==> src/rtl/lift_pkg.sv <==
// rtl/lift_pkg.sv - shared state codes, FSM states and defaults for the lift controller
package lift_pkg;

  localparam int DEFAULT_N_FLOORS = 4;

  localparam logic [1:0] ST_PARADO   = 2'd0;
  localparam logic [1:0] ST_SUBINDO  = 2'd1;
  localparam logic [1:0] ST_DESCENDO = 2'd2;

  typedef enum logic [1:0] {
    S_IDLE      = 2'd0,
    S_MOVE_UP   = 2'd1,
    S_MOVE_DOWN = 2'd2,
    S_DOOR      = 2'd3
  } state_e;

endpackage

==> src/rtl/lift_timer.sv <==
// rtl/lift_timer.sv - loadable down-counter shared by the travel and door phases
module lift_timer #(
  parameter int W = 8
) (
  input  logic         clk_i,
  input  logic         rst_ni,
  input  logic         load,
  input  logic [W-1:0] load_val,
  output logic         done
);

  logic [W-1:0] count_q, count_d;

  always_comb begin
    count_d = count_q;
    if (load) begin
      count_d = load_val;
    end else if (count_q != '0) begin
      count_d = count_q - 1'b1;
    end
  end

  always_ff @(posedge clk_i or negedge rst_ni) begin
    if (!rst_ni) begin
      count_q <= '0;
    end else begin
      count_q <= count_d;
    end
  end

  // A load of N makes done true on the N-th edge after the load edge.
  assign done = (count_q == W'(1));

endmodule

==> src/rtl/lift_motion_ctrl.sv <==
// rtl/lift_motion_ctrl.sv - elevator motion FSM with request latch and LCD refresh strobe
module lift_motion_ctrl
  import lift_pkg::*;
#(
  parameter int N_FLOORS      = DEFAULT_N_FLOORS,
  parameter int TRAVEL_CYCLES = 100_000_000,
  parameter int DOOR_CYCLES   = 150_000_000
) (
  input  logic                        iCLK,
  input  logic                        iRST_N,
  input  logic [N_FLOORS-1:0]         req_i,
  output logic [1:0]                  estado_atual,
  output logic [$clog2(N_FLOORS)-1:0] floor_o,
  output logic                        door_open,
  output logic [N_FLOORS-1:0]         pending_o,
  output logic                        lcd_refresh
);

  localparam int FW   = $clog2(N_FLOORS);
  localparam int TMAX = (TRAVEL_CYCLES > DOOR_CYCLES) ? TRAVEL_CYCLES : DOOR_CYCLES;
  localparam int TW   = $clog2(TMAX + 1);
  localparam logic [TW-1:0] TRAVEL_LD = TW'(TRAVEL_CYCLES);
  localparam logic [TW-1:0] DOOR_LD   = TW'(DOOR_CYCLES);

  state_e              state_q, state_d;
  logic                dir_up_q, dir_up_d;
  logic [FW-1:0]       floor_q, floor_d, eval_floor;
  logic [1:0]          estado_q, estado_d;
  logic                door_q, door_d;
  logic                lcd_q;
  logic [N_FLOORS-1:0] pending_q, clr;
  logic                moving, eval, above, below, go_up, go_dn;
  logic                tmr_load, tmr_done;
  logic [TW-1:0]       tmr_val;

  lift_timer #(.W(TW)) u_timer (
    .clk_i    (iCLK),
    .rst_ni   (iRST_N),
    .load     (tmr_load),
    .load_val (tmr_val),
    .done     (tmr_done)
  );

  assign moving     = (state_q == S_MOVE_UP) || (state_q == S_MOVE_DOWN);
  assign eval_floor = (state_q == S_MOVE_UP)   ? floor_q + 1'b1 :
                      (state_q == S_MOVE_DOWN) ? floor_q - 1'b1 : floor_q;
  // A door re-request on the current floor restarts the timer instead of closing.
  assign eval = (state_q == S_IDLE) || (moving && tmr_done) ||
                ((state_q == S_DOOR) && tmr_done && !req_i[floor_q]);

  always_comb begin
    above = 1'b0;
    below = 1'b0;
    for (int i = 0; i < N_FLOORS; i++) begin
      if (pending_q[i] && (i > int'(eval_floor))) above = 1'b1;
      if (pending_q[i] && (i < int'(eval_floor))) below = 1'b1;
    end
  end

  assign go_up = above && (dir_up_q || !below);
  assign go_dn = below && (!dir_up_q || !above);

  always_comb begin
    state_d  = state_q;
    dir_up_d = dir_up_q;
    floor_d  = (moving && tmr_done) ? eval_floor : floor_q;
    estado_d = estado_q;
    door_d   = door_q;
    tmr_load = 1'b0;
    tmr_val  = TRAVEL_LD;
    clr      = '0;
    if (state_q == S_DOOR) begin
      clr[floor_q] = 1'b1;
      if (req_i[floor_q]) begin
        tmr_load = 1'b1;
        tmr_val  = DOOR_LD;
      end
    end
    if (eval) begin
      if (pending_q[eval_floor]) begin
        state_d          = S_DOOR;
        clr[eval_floor]  = 1'b1;
        tmr_load         = 1'b1;
        tmr_val          = DOOR_LD;
        estado_d         = ST_PARADO;
        door_d           = 1'b1;
      end else if (go_up) begin
        state_d  = S_MOVE_UP;
        dir_up_d = 1'b1;
        tmr_load = 1'b1;
        estado_d = ST_SUBINDO;
        door_d   = 1'b0;
      end else if (go_dn) begin
        state_d  = S_MOVE_DOWN;
        dir_up_d = 1'b0;
        tmr_load = 1'b1;
        estado_d = ST_DESCENDO;
        door_d   = 1'b0;
      end else begin
        state_d  = S_IDLE;
        estado_d = ST_PARADO;
        door_d   = 1'b0;
      end
    end
  end

  always_ff @(posedge iCLK or negedge iRST_N) begin
    if (!iRST_N) begin
      state_q   <= S_IDLE;
      dir_up_q  <= 1'b1;
      floor_q   <= '0;
      estado_q  <= ST_PARADO;
      door_q    <= 1'b0;
      pending_q <= '0;
      lcd_q     <= 1'b0;
    end else begin
      state_q   <= state_d;
      dir_up_q  <= dir_up_d;
      floor_q   <= floor_d;
      estado_q  <= estado_d;
      door_q    <= door_d;
      pending_q <= (pending_q | req_i) & ~clr;
      lcd_q     <= (estado_d != estado_q);
    end
  end

  assign estado_atual = estado_q;
  assign floor_o      = floor_q;
  assign door_open    = door_q;
  assign pending_o    = pending_q;
  assign lcd_refresh  = lcd_q;

endmodule

==> config.mk <==
export PLATFORM = sky130hd
export DESIGN_NAME = lift_motion_ctrl
export DESIGN_NICKNAME = d
export VERILOG_FILES = /design/src/rtl/lift_pkg.sv /design/src/rtl/lift_timer.sv /design/src/rtl/lift_motion_ctrl.sv
export SDC_FILE = /design/constraint.sdc
export NUM_CORES = 1
export LEC_CHECK = 0
export CAP_MARGIN = 20
export CORE_AREA = 10 10 82 137
export DETAILED_ROUTE_END_ITERATION = 10
export DIE_AREA = 0 0 92 147
export GPL_TIMING_DRIVEN = 0
export PLACE_DENSITY_LB_ADDON = 0.1
export SYNTH_ARGS = -nofsm -noshare
export SYNTH_HDL_FRONTEND = slang
export SYNTH_SLANG_ARGS = --single-unit
==> constraint.sdc <==
create_clock -name iCLK -period 3.7 [get_ports iCLK]
set_input_delay 0.37 -clock iCLK [delete_from_list [all_inputs] [get_ports iCLK]]
set_output_delay 0.37 -clock iCLK [all_outputs]
set_load 0.01 [all_outputs]
[Word level (Yosys, flattened, before mapping)]
Cells that the tools add are included.
Operators by class
  $add $sub $neg: 3
  equal/unequal tests: 5
  mux-type cells: 39
  reductions and logical operators: 27
  bitwise operators: 5
  magnitude comparators: 10
Operators by type and width (count)
  28-bit two-way mux: 6
  28-bit by 1-bit equality test with 1-bit output (second input constant): 1
  28-bit nonzero test: 1
  28-bit by 1-bit subtractor with 28-bit output (second input constant): 1
  1-bit two-way mux: 19
  2-bit two-way mux: 7
  1-bit logical AND: 13
  4-bit two-way mux: 3
  4-bit OR: 2
  2-bit by 3-bit < comparator with 1-bit output (second input constant): 2
  1-bit logical OR: 5
  4-bit bitwise AND: 1
  1-bit binary-select mux with 2-bit select: 2
  1-bit demux with 2-bit select: 2
  2-bit equality test (second input constant): 2
  2-bit by 1-bit >= comparator with 1-bit output (second input constant): 2
  2-bit greater-than comparator (first input constant): 2
  1-bit zero test: 4
  1-bit by 2-bit < comparator with 1-bit output (first input constant): 2
  4-bit NOT: 1
  2-bit nonzero test: 2
  3-bit AND reduction: 1
  2-bit by 1-bit adder with 2-bit output (second input constant): 1
  2-bit by 1-bit equality test with 1-bit output (second input constant): 1
  other kinds (6): 6
Word-level totals
  input port bits: 6
  register bits after elaboration: 41
  logic and storage cells: 97
  output and inout bits: 10

[Depth between registers and ports, before layout]
  depth in word-level cells: 16
  mapped depth: 11
  depth with buffers taken out: 8

[Cells and area by module]
Synthesis repeated with hierarchy kept, for this count alone.
Unflattened totals
  cells, all modules: 283
  area total of the unflattened synthesis: 2673.8 um2
By module, submodules not included
  lift_timer: seq. area each 700.7 um2, cells each 183, area each 1746.7 um2, times used 1
  lift_motion_ctrl: seq. area each 326.6 um2, cells each 100, area each 927.1 um2, times used 1

[Worst setup path before layout]
No wires, ideal clock.
  path kind: reg2reg
  from: register floor_q[0], in the netlist floor_o[0]
  to: register u_timer.count_q[15]
  path slack: 703 ps
  stages on the path, launching flop included: 10
  setup time: 132 ps
  clock period less this slack: 2997 ps
  path buffers: 1
  data required time: 3568 ps
  data arrival time: 2866 ps
  path through: dfrtp_1 clkbuf_1 inv_1 ha_1 and2_1 o31ai_1 nor4b_1 o31ai_1 o31a_1 or3b_1
Between the ends
  word-level cells in the longest chain between the ends: 16
  elaborated cells between the ends (all ways): 45
  classes of those cells: 2 x add/sub; 6 x order compare; 21 x mux; 16 x reduce/logical
Ends and longest elaborated chain
  start, declared: line lift_motion_ctrl.sv:27  | logic [FW-1:0] floor_q, floor_d, eval_floor;
  start signal, assigned: line lift_motion_ctrl.sv:119  | floor_q <= floor_d;
  2-bit by 1-bit subtractor with 2-bit output: line lift_motion_ctrl.sv:46  | (state_q == S_MOVE_DOWN) ? floor_q - 1'b1 : floor_q;
  2-bit two-way mux: line lift_motion_ctrl.sv:46
  2-bit two-way mux: line lift_motion_ctrl.sv:45  | assign eval_floor = (state_q == S_MOVE_UP) ? floor_q + 1'b1 :
  1-bit by 2-bit greater-than comparator with 1-bit output: line lift_motion_ctrl.sv:55  | if (pending_q[i] && (i > int'(eval_floor))) above = 1'b1;
  1-bit logical AND: line lift_motion_ctrl.sv:55
  1-bit two-way mux (3 in series): line lift_motion_ctrl.sv:55
  1-bit zero test: line lift_motion_ctrl.sv:61  | assign go_dn = below && (!dir_up_q || !above);
  1-bit logical OR: line lift_motion_ctrl.sv:61
  1-bit logical AND: line lift_motion_ctrl.sv:61
  1-bit two-way mux: line lift_motion_ctrl.sv:93  | end else if (go_dn) begin
  1-bit two-way mux: line lift_motion_ctrl.sv:87  | end else if (go_up) begin
  1-bit two-way mux: line lift_motion_ctrl.sv:80  | if (pending_q[eval_floor]) begin
  1-bit two-way mux: line lift_motion_ctrl.sv:79  | if (eval) begin
  28-bit two-way mux / 2-bit nonzero test (equally long branches)
  end signal, assigned: line lift_timer.sv:27  | count_q <= count_d;
  end, declared: line lift_timer.sv:12  | logic [W-1:0] count_q, count_d;
Several ways; a longest one is shown, not always the timed one. The select of a mux whose other input is x is not followed.
A chain may end at the register's enable or synchronous reset.

[Worst setup path in the final report]
  from: register floor_q[0], in the netlist floor_o[0]
  to: register u_timer.count_q[10]
The elaborated chain is that of the path after synthesis.

==> reports/results.txt <==
first-iteration detailed-routing DRC count: 99
Cell variety after synth: 57
# clock sinks: 41
#FFs+latches synth: 41
Synth Instances: 269
worst slew pin tran: 0.678 ns
Power Density: 334 nW/um2
synthesis warning total: 0
Row Count: 46
Hold WC Path Type: in -> async
Pre-Repair DR Iteration Count: 4
Die Y: 147 um
critical path endpoint category: register
maximum VDD drop: 0.156 mV
Starting Density: 0.293
Final min period: 3.38 ns
DPL Wire Length: 5350 um
Post-DP Area: 2950 um2
Nets: 309
detailed-route DRC error count: 0
final instance area: 3120 um2
asr flop ratio synth: 1.00
drt wl/cell: 16.8 um
area delta synth->final: 18.5%
clk_skew: 0.00593 ns
Core ar.: 8980 um2
All-Layer GR Usage: 0.105
critical path class: reg -> reg
ANT cells: 0
initial antenna violation count: 0
area of the multi-input gates: 1530 um2
clk buf depth: 2
Fillers: 961
Post-synth top flop: dfrtp_1
post-CTS setup buffer count: 0
final WL: 6940 um
Hold-fix buffers, CTS: 0
crit share post-route: 0.914
R2R Path Start: floor_o[0]
first-pass GRT wire length: 11300 um
Final setup viols: 0
unrepaired setup endpoints after global routing: no
Fin. Hold Viols: 10
total power after layout: 1.04 mW
syn avg cell area: 9.79 um2
largest net degree at the start of global routing: 28
WHS: -0.00281 ns
Vias/cell: 4.94
Detail Route Antenna Nets: 0
sequential fraction of the synthesis area: 0.390
reported max-cap violation count: 0
crit path max fanout: 10
CTS tree: built
total grt overflow: 0
fin util: 0.347
leak pwr: 1.21 nW
arrival time at the worst endpoint: 3.59 ns
IO buf count: 15
Worst EP required: 3.91 ns
FF/Latch Area: 1030 um2
die width: 92 um
routed via count: 2040
Die ar.: 13500 um2
routability cong.: 0.831
Reg clk slew, reported paths: 0.06 ns
H-tree Lvls: 2
vias in the first global route: 2156
Post-Syn Nets: 286
failing checks: negative hold slack
I/O Pins: 16
Worst setup SP type: register
CP startpoint: floor_o[0]
f_max: 0.296 GHz
total CTS buffers: 5
Slew HR: 0.544
clk root buf: clkbuf_16
outcome: complete, but fails checks
Max Slew Vio Count: 0
post-synthesis cell area: 2630 um2
Clock Latency Late Sink: 0.29 ns
layout cells sized above 1: 0.143
number of synthesized flops with an enable pin: 0
[worst max-delay path, stage by stage, from the launching register on]
cell	delay, ns
dfrtp_1	0.41
buf_1	0.39
inv_1	0.17
ha_1	0.43
and2_1	0.24
o31ai_4	0.33
nor4b_2	0.36
o31ai_2	0.16
o31a_1	0.33
buf_4	0.18
buf_4	0.18
nor2_1	0.13
[path summary, 6_finish.rpt]
path,endpoint,slack [ns],cells after the start
max,u_timer.count_q[10],0.32,11
min,u_timer.count_q[23],-0.003,1
max reg2reg,u_timer.count_q[10],0.32,11
min reg2reg,door_open,0.47,1
max in group asynchronous,dir_up_q,3.15,2
min in group iCLK,door_open,0.47,1
[cell type report]
class / instances / area share
Buffer: 10 / 0.0229
Clock buffer: 8 / 0.0469
Tap cell: 120 / 0.0481
Sequential cell: 41 / 0.329
Multi-Input combinational cell: 210 / 0.490
Inverter: 8 / 0.00963
Timing Repair Buffer: 16 / 0.0529
[metrics by stage]
step / setup slack [ns] / TNS, ns / cells
6_report: 0.317 / 0 / 413
5_1_grt: 0.0971 / 0 / 413
4_1_cts: 0.0267 / 0 / 413
3_5_place_dp: -0.175 / -2.00 / 405
3_3_place_gp: -0.140 / -1.55 / 404
2_1_floorplan: 0.703 / 0 / 269
[cells in the mapped netlist, drive strengths merged (5+ instances only)]
cell	count	area (um2)
dfrtp	40	1000
nor2	28	105
xor2	12	120
nand2b	9	56.3
inv	8	30.0
nand4b	5	43.8
or4	5	50.1
xnor2	13	114
and2	6	37.5
ha	11	138
a21oi	5	25.0
nand3	7	47.6
o21ai	12	60.1
buf	6	56.3
nor3	8	40.0
nor4	12	75.1
or3	5	33.8
nand2	18	72.6
[layout by cell type (no fill, tap or decap), drive strengths merged, types with 9 or more instances in the layout]
master	n
dfrtp	40
nor2	28
nand2	18
clkdlybuf4s50	14
xnor2	13
nor4	12
o21ai	12
xor2	12
ha	11
clkbuf	11
nand2b	9
buf	9
[state kept, by name (all words and copies together) (netlist names)]
register,count
estado_atual,2
door_open,1
state_q,2
u_timer.count_q,28
lcd_refresh,1
floor_o,2
pending_o,4
dir_up_q,1
[power by group]
part / leakage, nW / switching, mW / internal (mW)
logic: 0.649 / 0.0631 / 0.0490
registers: 0.485 / 0.0222 / 0.469
clock network: 0.0712 / 0.170 / 0.269
[timing repair]
action | CTS | global route
setup endpoints to repair | 18 | 18
pin swaps | 0 | 0
resized for setup | 1 | 4
[cell families (layout without fill, tap and decap cells)]
family,Yosys count,after routing,synth area share
buf+inv,18,42,0.0385
mux,7,7,0.0413
flops,41,41,0.390
compound gates,46,46,0.122
xor+xnor,25,25,0.0889
simple gates,121,121,0.267
fa+ha+maj,11,11,0.0523
[routing by layer]
| layer | vias to the layer above | track usage | wire [um] |
|---|---|---|---|
| met4 | 0 | 0.0550 | 229 |
| met1 | 986 | 0.104 | 2670 |
| met2 | 29 | 0.197 | 3860 |
| met5 | - | 0 | 0 |
| met3 | 11 | 0.0235 | 182 |
| li1 | 1014 | - | - |
No activity file was read; power rests on OpenSTA's default activity.
